File: config.mk
export PLATFORM = sky130hd
export DESIGN_NAME = mem_ctrl
export DESIGN_NICKNAME = d
export VERILOG_FILES = /design/src/rtl/mem_ctrl_pkg.sv /design/src/rtl/mem_ctrl_wdog.sv /design/src/rtl/mem_ctrl.sv
export SDC_FILE = /design/constraint.sdc
export NUM_CORES = 1
export LEC_CHECK = 0
export BUFFER_PORTS_ARGS = -buffer_cell sky130_fd_sc_hd__clkbuf_2
export CAP_MARGIN = 20
export CORE_ASPECT_RATIO = 1.5
export CORE_MARGIN = 2
export CORE_UTILIZATION = 57
export CTS_CLUSTER_SIZE = 14
export DETAILED_ROUTE_END_ITERATION = 7
export PLACE_DENSITY = 0.87
export SLEW_MARGIN = 40
export SYNTH_ARGS = -nofsm -noshare
export SYNTH_HDL_FRONTEND = slang
export SYNTH_SLANG_ARGS = --single-unit
File: constraint.sdc
create_clock -name clk_i -period 7.1 [get_ports clk_i]
set_input_delay 1.42 -clock clk_i [delete_from_list [all_inputs] [get_ports clk_i]]
set_output_delay 1.42 -clock clk_i [all_outputs]
set_load 0.05 [all_outputs]
File: src/rtl/mem_ctrl_pkg.sv
// Shared definitions for the mem_ctrl RAM front end.
//   state_e     : controller FSM states
//   DefTimeout  : default bound on cycles spent waiting for the RAM handshake
//   DefSettle   : default number of cycles req_ready stays low after reset
package mem_ctrl_pkg;

    localparam int unsigned DefTimeout = 16;
    localparam int unsigned DefSettle  = 2;

    typedef enum logic [2:0] {
        StSettle,
        StIdle,
        StWaitLo,
        StWaitHi,
        StResp
    } state_e;

    function automatic logic is_wait_state(state_e s);
        return (s == StWaitLo) || (s == StWaitHi);
    endfunction

endpackage

File: src/rtl/mem_ctrl_wdog.sv
// Watchdog counter for the RAM handshake.
//   clk_i      : clock
//   rst_ni     : synchronous reset, active low
//   clr_i      : restart the count (wins over en_i)
//   en_i       : count this cycle
//   expired_o  : high while counting in the Limit-th cycle since the last clear
module mem_ctrl_wdog #(
    parameter int unsigned Limit = 16
) (
    input  logic clk_i,
    input  logic rst_ni,
    input  logic clr_i,
    input  logic en_i,
    output logic expired_o
);

    localparam int unsigned     CntW    = $clog2(Limit + 1);
    localparam logic [CntW-1:0] LastCnt = CntW'(Limit - 1);

    logic [CntW-1:0] cnt_q, cnt_d;

    // Counter saturates at the last value so expired_o stays asserted while enabled.
    always_comb begin
        cnt_d = cnt_q;
        if (clr_i) begin
            cnt_d = '0;
        end else if (en_i && (cnt_q != LastCnt)) begin
            cnt_d = cnt_q + CntW'(1);
        end
    end

    always_ff @(posedge clk_i) begin
        if (!rst_ni) begin
            cnt_q <= '0;
        end else begin
            cnt_q <= cnt_d;
        end
    end

    assign expired_o = en_i && (cnt_q == LastCnt);

endmodule

File: src/rtl/mem_ctrl.sv
// Request/response front end for a change-detect word RAM. It is the only RAM driver.
// The RAM starts an access only when ram_data/ram_wr change, drops ram_response to signal the
// start and raises it again on completion. Every CPU request is turned into a visible change.
//   clk_i, rst_ni               : clock, synchronous active-low reset
//   req_valid_i / req_ready_o   : CPU request handshake (accept when both high)
//   req_wr_i, req_addr_i, req_data_i : access kind, word address, write data
//   resp_valid_o                : one-cycle completion pulse
//   resp_data_o, resp_err_o     : read data (0 for writes/aborts), timeout flag
//   ram_data_o, ram_addr_o, ram_wr_o : registered RAM drive, stable for a whole access
//   ram_response_i, ram_out_i   : RAM handshake and read data
module mem_ctrl
    import mem_ctrl_pkg::*;
#(
    parameter int unsigned AddrW   = 32,
    parameter int unsigned DataW   = 32,
    parameter int unsigned Timeout = DefTimeout,
    parameter int unsigned Settle  = DefSettle   // must be >= 1
) (
    input  logic             clk_i,
    input  logic             rst_ni,
    input  logic             req_valid_i,
    output logic             req_ready_o,
    input  logic             req_wr_i,
    input  logic [AddrW-1:0] req_addr_i,
    input  logic [DataW-1:0] req_data_i,
    output logic             resp_valid_o,
    output logic [DataW-1:0] resp_data_o,
    output logic             resp_err_o,
    output logic [DataW-1:0] ram_data_o,
    output logic [AddrW-1:0] ram_addr_o,
    output logic             ram_wr_o,
    input  logic             ram_response_i,
    input  logic [DataW-1:0] ram_out_i
);

    localparam int unsigned        SettleW    = $clog2(Settle + 1);
    localparam logic [SettleW-1:0] LastSettle = SettleW'(Settle - 1);

    state_e             state_q, state_d;
    logic [SettleW-1:0] settle_q, settle_d;
    logic               kick_q, kick_d;
    logic               lat_wr_q, lat_wr_d;
    logic [DataW-1:0]   lat_data_q, lat_data_d;
    // The registered RAM drive doubles as the last_data/last_wr shadow: it only ever
    // changes on an issue, so it always holds what the RAM last saw from us.
    logic [DataW-1:0]   ram_data_q, ram_data_d;
    logic [AddrW-1:0]   ram_addr_q, ram_addr_d;
    logic               ram_wr_q, ram_wr_d;
    logic [DataW-1:0]   rd_data_q, rd_data_d;
    logic               err_q, err_d;

    logic wdog_clr, wdog_en, wdog_expired;

    assign wdog_en  = is_wait_state(state_q);
    // Any entry into WaitLo restarts the watchdog, including the re-issue after a kick.
    assign wdog_clr = (state_d == StWaitLo) && (state_q != StWaitLo);

    mem_ctrl_wdog #(
        .Limit(Timeout)
    ) u_wdog (
        .clk_i    (clk_i),
        .rst_ni   (rst_ni),
        .clr_i    (wdog_clr),
        .en_i     (wdog_en),
        .expired_o(wdog_expired)
    );

    // State register
    always_ff @(posedge clk_i) begin
        if (!rst_ni) begin
            state_q    <= StSettle;
            settle_q   <= '0;
            kick_q     <= 1'b0;
            lat_wr_q   <= 1'b0;
            lat_data_q <= '0;
            ram_data_q <= '0;
            ram_addr_q <= '0;
            ram_wr_q   <= 1'b0;
            rd_data_q  <= '0;
            err_q      <= 1'b0;
        end else begin
            state_q    <= state_d;
            settle_q   <= settle_d;
            kick_q     <= kick_d;
            lat_wr_q   <= lat_wr_d;
            lat_data_q <= lat_data_d;
            ram_data_q <= ram_data_d;
            ram_addr_q <= ram_addr_d;
            ram_wr_q   <= ram_wr_d;
            rd_data_q  <= rd_data_d;
            err_q      <= err_d;
        end
    end

    // Next-state logic
    always_comb begin
        state_d    = state_q;
        settle_d   = settle_q;
        kick_d     = kick_q;
        lat_wr_d   = lat_wr_q;
        lat_data_d = lat_data_q;
        ram_data_d = ram_data_q;
        ram_addr_d = ram_addr_q;
        ram_wr_d   = ram_wr_q;
        rd_data_d  = rd_data_q;
        err_d      = err_q;

        unique case (state_q)
            StSettle: begin
                if (settle_q == LastSettle) begin
                    state_d = StIdle;
                end else begin
                    settle_d = settle_q + SettleW'(1);
                end
            end

            StIdle: begin
                if (req_valid_i) begin
                    lat_wr_d   = req_wr_i;
                    lat_data_d = req_data_i;
                    ram_addr_d = req_addr_i;
                    rd_data_d  = '0;
                    err_d      = 1'b0;
                    state_d    = StWaitLo;
                    if (req_wr_i && ram_wr_q && (req_data_i == ram_data_q)) begin
                        // An identical repeat write is invisible to the RAM. Issue a dummy
                        // read straight away (the kick) so the write costs only one extra
                        // RAM round trip.
                        kick_d     = 1'b1;
                        ram_wr_d   = 1'b0;
                        ram_data_d = ~ram_data_q;
                    end else begin
                        // Reads drive inverted data so the RAM always sees a change.
                        ram_wr_d   = req_wr_i;
                        ram_data_d = req_wr_i ? req_data_i : ~ram_data_q;
                    end
                end
            end

            StWaitLo: begin
                if (wdog_expired) begin
                    state_d   = StResp;
                    err_d     = 1'b1;
                    rd_data_d = '0;
                    kick_d    = 1'b0;
                end else if (!ram_response_i) begin
                    state_d = StWaitHi;
                end
            end

            StWaitHi: begin
                if (wdog_expired) begin
                    state_d   = StResp;
                    err_d     = 1'b1;
                    rd_data_d = '0;
                    kick_d    = 1'b0;
                end else if (ram_response_i) begin
                    if (kick_q) begin
                        kick_d     = 1'b0;
                        ram_wr_d   = lat_wr_q;
                        ram_data_d = lat_data_q;
                        state_d    = StWaitLo;
                    end else begin
                        rd_data_d = lat_wr_q ? '0 : ram_out_i;
                        state_d   = StResp;
                    end
                end
            end

            StResp: begin
                state_d = StIdle;
            end

            default: begin
                state_d = StSettle;
            end
        endcase
    end

    // Outputs
    always_comb begin
        req_ready_o  = (state_q == StIdle);
        resp_valid_o = (state_q == StResp);
        resp_data_o  = rd_data_q;
        resp_err_o   = err_q;
        ram_data_o   = ram_data_q;
        ram_addr_o   = ram_addr_q;
        ram_wr_o     = ram_wr_q;
    end

endmodule

==> flow_summary.toml <==
[layout]
final_nets = 1136
final_area_mm2 = 0.00908
final_util = 0.701
area_delta_synth_final_pct = 21.0
diodes = 0
drive_above_1_share = 0.332

[setup_path]
criticalPathCategory = "in2reg"
crit_arrival_ns = 3.80
rr_worst_depth = 6
path_max_fanout = 20
cp.buffers_inverters = 2
cpMaxStageDelayCell = "nor4_1"
start_kind = "input port"
rrSetupSlack_ns = 4.16
max_stage_delay_ns = 0.55
r2r-end = "ram_data_o[16]"
timing.rr.start = "state_q[0]"
crit_chain = "clkbuf_2 -> xor2_1 -> nor4_1 -> nand4_1 -> nor3_4 -> buf_4 -> mux2i_1 -> nor4b_2"
end_kind = "flip-flop"
cpLargestDelayFamily = "simple AND/OR/NAND/NOR gates"
crit_required_ns = 7.42

[clock_tree]
ctsResizeCount = 0
cts_tree = "yes"
clk_path_buf_depth = 2
cts_max_level = 4
clk_pin_slew_ns = 0.06
cts.sinks = 142
cts_root_buffer = "clkbuf_16"
cts_made_buffers = 17
cts_setup_buffers = 0
insertion_delay_ns = 0.42
holdBufCountCts = 0

[synth]
async_flop_share = 0
ys.warnings.count = 0
synth_commonest_cells = "nand2_1, dfxtp_1, a21boi_0"
yosysMostFrequentCell = "nand2_1"
syn_area_mm2 = 0.00750
avgSynthCellArea_um2 = 8.59
synth_edf_count = 0
syn-instance-count = 874
synth.largest_area_cell = "dfxtp_1"
ys_ff_latch = 142
yosysSeqAreaShare = 0.379
synth_cell_types = 51
yosys.area.top_type_share = 0.379
ys.flop_type = "dfxtp_1"
synth_area_leaders = "dfxtp_1, a21boi_0, nand2_1, nor4b_2, mux2_2"
synthesis.nets = 978

[drt]
top_layer = "met4"
avgViaCountPerCell = 5.75
wl_per_cell_um = 16.5
ant_nets = 0
routed_wl_mm = 19.9
wl_met1_mm = 7.82
first_iter_violations = 551
wl_met3_mm = 1.19
drc = 0
vias = 6923
first_pass_iters = 4
met2WireLength_mm = 9.95

[min_path]
whs_endpoint = "resp_data_o[17]"
hold_class = "reg2reg"
whs_path_depth = 2
min_from = "resp_data_o[17]"

[global_routing]
grt_pass1_vias = 6630
grt_use_total = 0.271
grt_pass1_wl_mm = 31.4
antenna_found_initial = 0
grt_max_degree = 81
overflow = 0

[placed_design]
portBuffers = 200
place_area_mm2 = 0.00850
hpwl_mm = 12.5
gp_congestion = 0.822

[floorplanning]
coreArea_mm2 = 0.0130
io_pins = 201
initial_core_util = 0.579
chipHeight_um = 145
die-area_mm2 = 0.0141
rows = 51
die_w_um = 97.7

[power_and_ir_drop]
p_leak_nw = 3.47
ir_worst_vdd_mv = 0.196
power.density_mw_per_mm2 = 302

[timing]
hold_viol_final = 0
setup_viol = 0
worst_pin_slew_ns = 0.768
finalSetupTns_ns = 0
relSlewSlack = 0.488
clock_skew_ns = 0.0166
fmax_mhz = 287
fin_crit_ns = 3.48
slew_viol_final = 0
finalCritPeriodShare = 0.490
grt_setup_unrepaired = "no"

[job]
drv_cap = 0

[outcome]
outcome = "completed"
[how the worst max path moves through the flow]
stage | to | slack [ns] | cells past startpoint | start
floorplan | resp_valid_o | 3.98 | 2 | state_q[2]
global placement | ram_wr_o | 2.92 | 8 | req_data_i[22]
detailed placement | ram_data_o[3] | 3.33 | 8 | req_data_i[22]
CTS | ram_data_o[15] | 3.75 | 8 | req_data_i[22]
global route | ram_data_o[15] | 3.66 | 8 | req_data_i[22]
finish | ram_data_o[3] | 3.62 | 8 | req_data_i[22]
[routing by layer]
metal  vias to the layer above  GRT usage
met5                         -          0
met4                         0      0.147
met3                        66     0.0609
met2                       294      0.458
met1                      3243      0.320
li1                       3320          -
[registers in the layout, indices dropped and copies added, names as in the netlist]
register and count:
ram_wr_o 1, resp_err_o 1, settle_q 2, kick_q 1, resp_data_o 32, ram_addr_o 32, lat_wr_q 1, u_wdog.cnt_q 5
lat_data_q 32, ram_data_o 32, state_q 3
[worst register-to-register path: stages (launching register included)]
cell and delay, ns:
dfxtp_1 0.55, nor3b_2 0.46, and2_4 0.56, nand2_2 0.50, or2_2 0.47, o32ai_1 0.19
nor4b_2 0.10
[report_power, final]
group	internal [mW]	total, mW	leakage [nW]	switching (mW)
Combinational	0.299	0.873	2.04	0.573
Sequential	0.889	0.985	1.15	0.0959
Clock	0.528	0.881	0.280	0.353
[area by class of cell]
cell class | instances | area [um^2]
Clock buffer | 19 | 443
Clock inverter | 13 | 138
Fill cell | 1014 | 3880
Inverter | 37 | 139
Multi-Input combinational cell | 623 | 4220
Sequential cell | 142 | 2840
Tap cell | 159 | 199
Timing Repair Buffer | 211 | 1090
[through the flow]
| step | setup WS, ns | power (mW) | hold slack [ns] | instances |
|---|---|---|---|---|
| 2_1_floorplan | 3.98 | 1.66 | 0.444 | 874 |
| 3_3_place_gp | 2.92 | 1.84 | 0.436 | 1171 |
| 3_5_place_dp | 3.33 | 1.86 | 0.441 | 1172 |
| 4_1_cts | 3.75 | 2.74 | 0.449 | 1204 |
| 5_1_grt | 3.66 | 2.84 | 0.467 | 1204 |
| 6_report | 3.62 | 2.74 | 0.446 | 1204 |
[logic make-up after synthesis]
| family | after synthesis | share of synthesized area |
|---|---|---|
| AOI/OAI and AO/OA | 150 | 0.155 |
| xor gates and xnor gates | 36 | 0.0420 |
| adders and majority gates | 3 | 0.00500 |
| buffers and inverters | 109 | 0.0622 |
| DFF | 142 | 0.379 |
| muxes | 64 | 0.0907 |
| and+or+nand+nor | 370 | 0.266 |
[placed cells by master, fill, tap and decap left out, types with 4 or more instances in the layout]
master	netlist	routed
nand4_1	5	5
or2_2	31	31
clkinv_2	0	4
o32ai_1	31	31
clkbuf_2	0	199
nand3_1	65	65
clkbuf_16	0	17
nor4_1	6	5
a21boi_0	93	93
nor4b_2	28	28
xor2_1	19	19
xnor2_1	17	17
nand2_1	172	170
a21boi_1	5	5
inv_1	36	36
nor2_1	39	39
nor2b_1	4	4
mux2_2	32	32
buf_4	1	11
dfxtp_1	142	142
mux2i_1	32	32
Power figures use the tool's default switching activity.
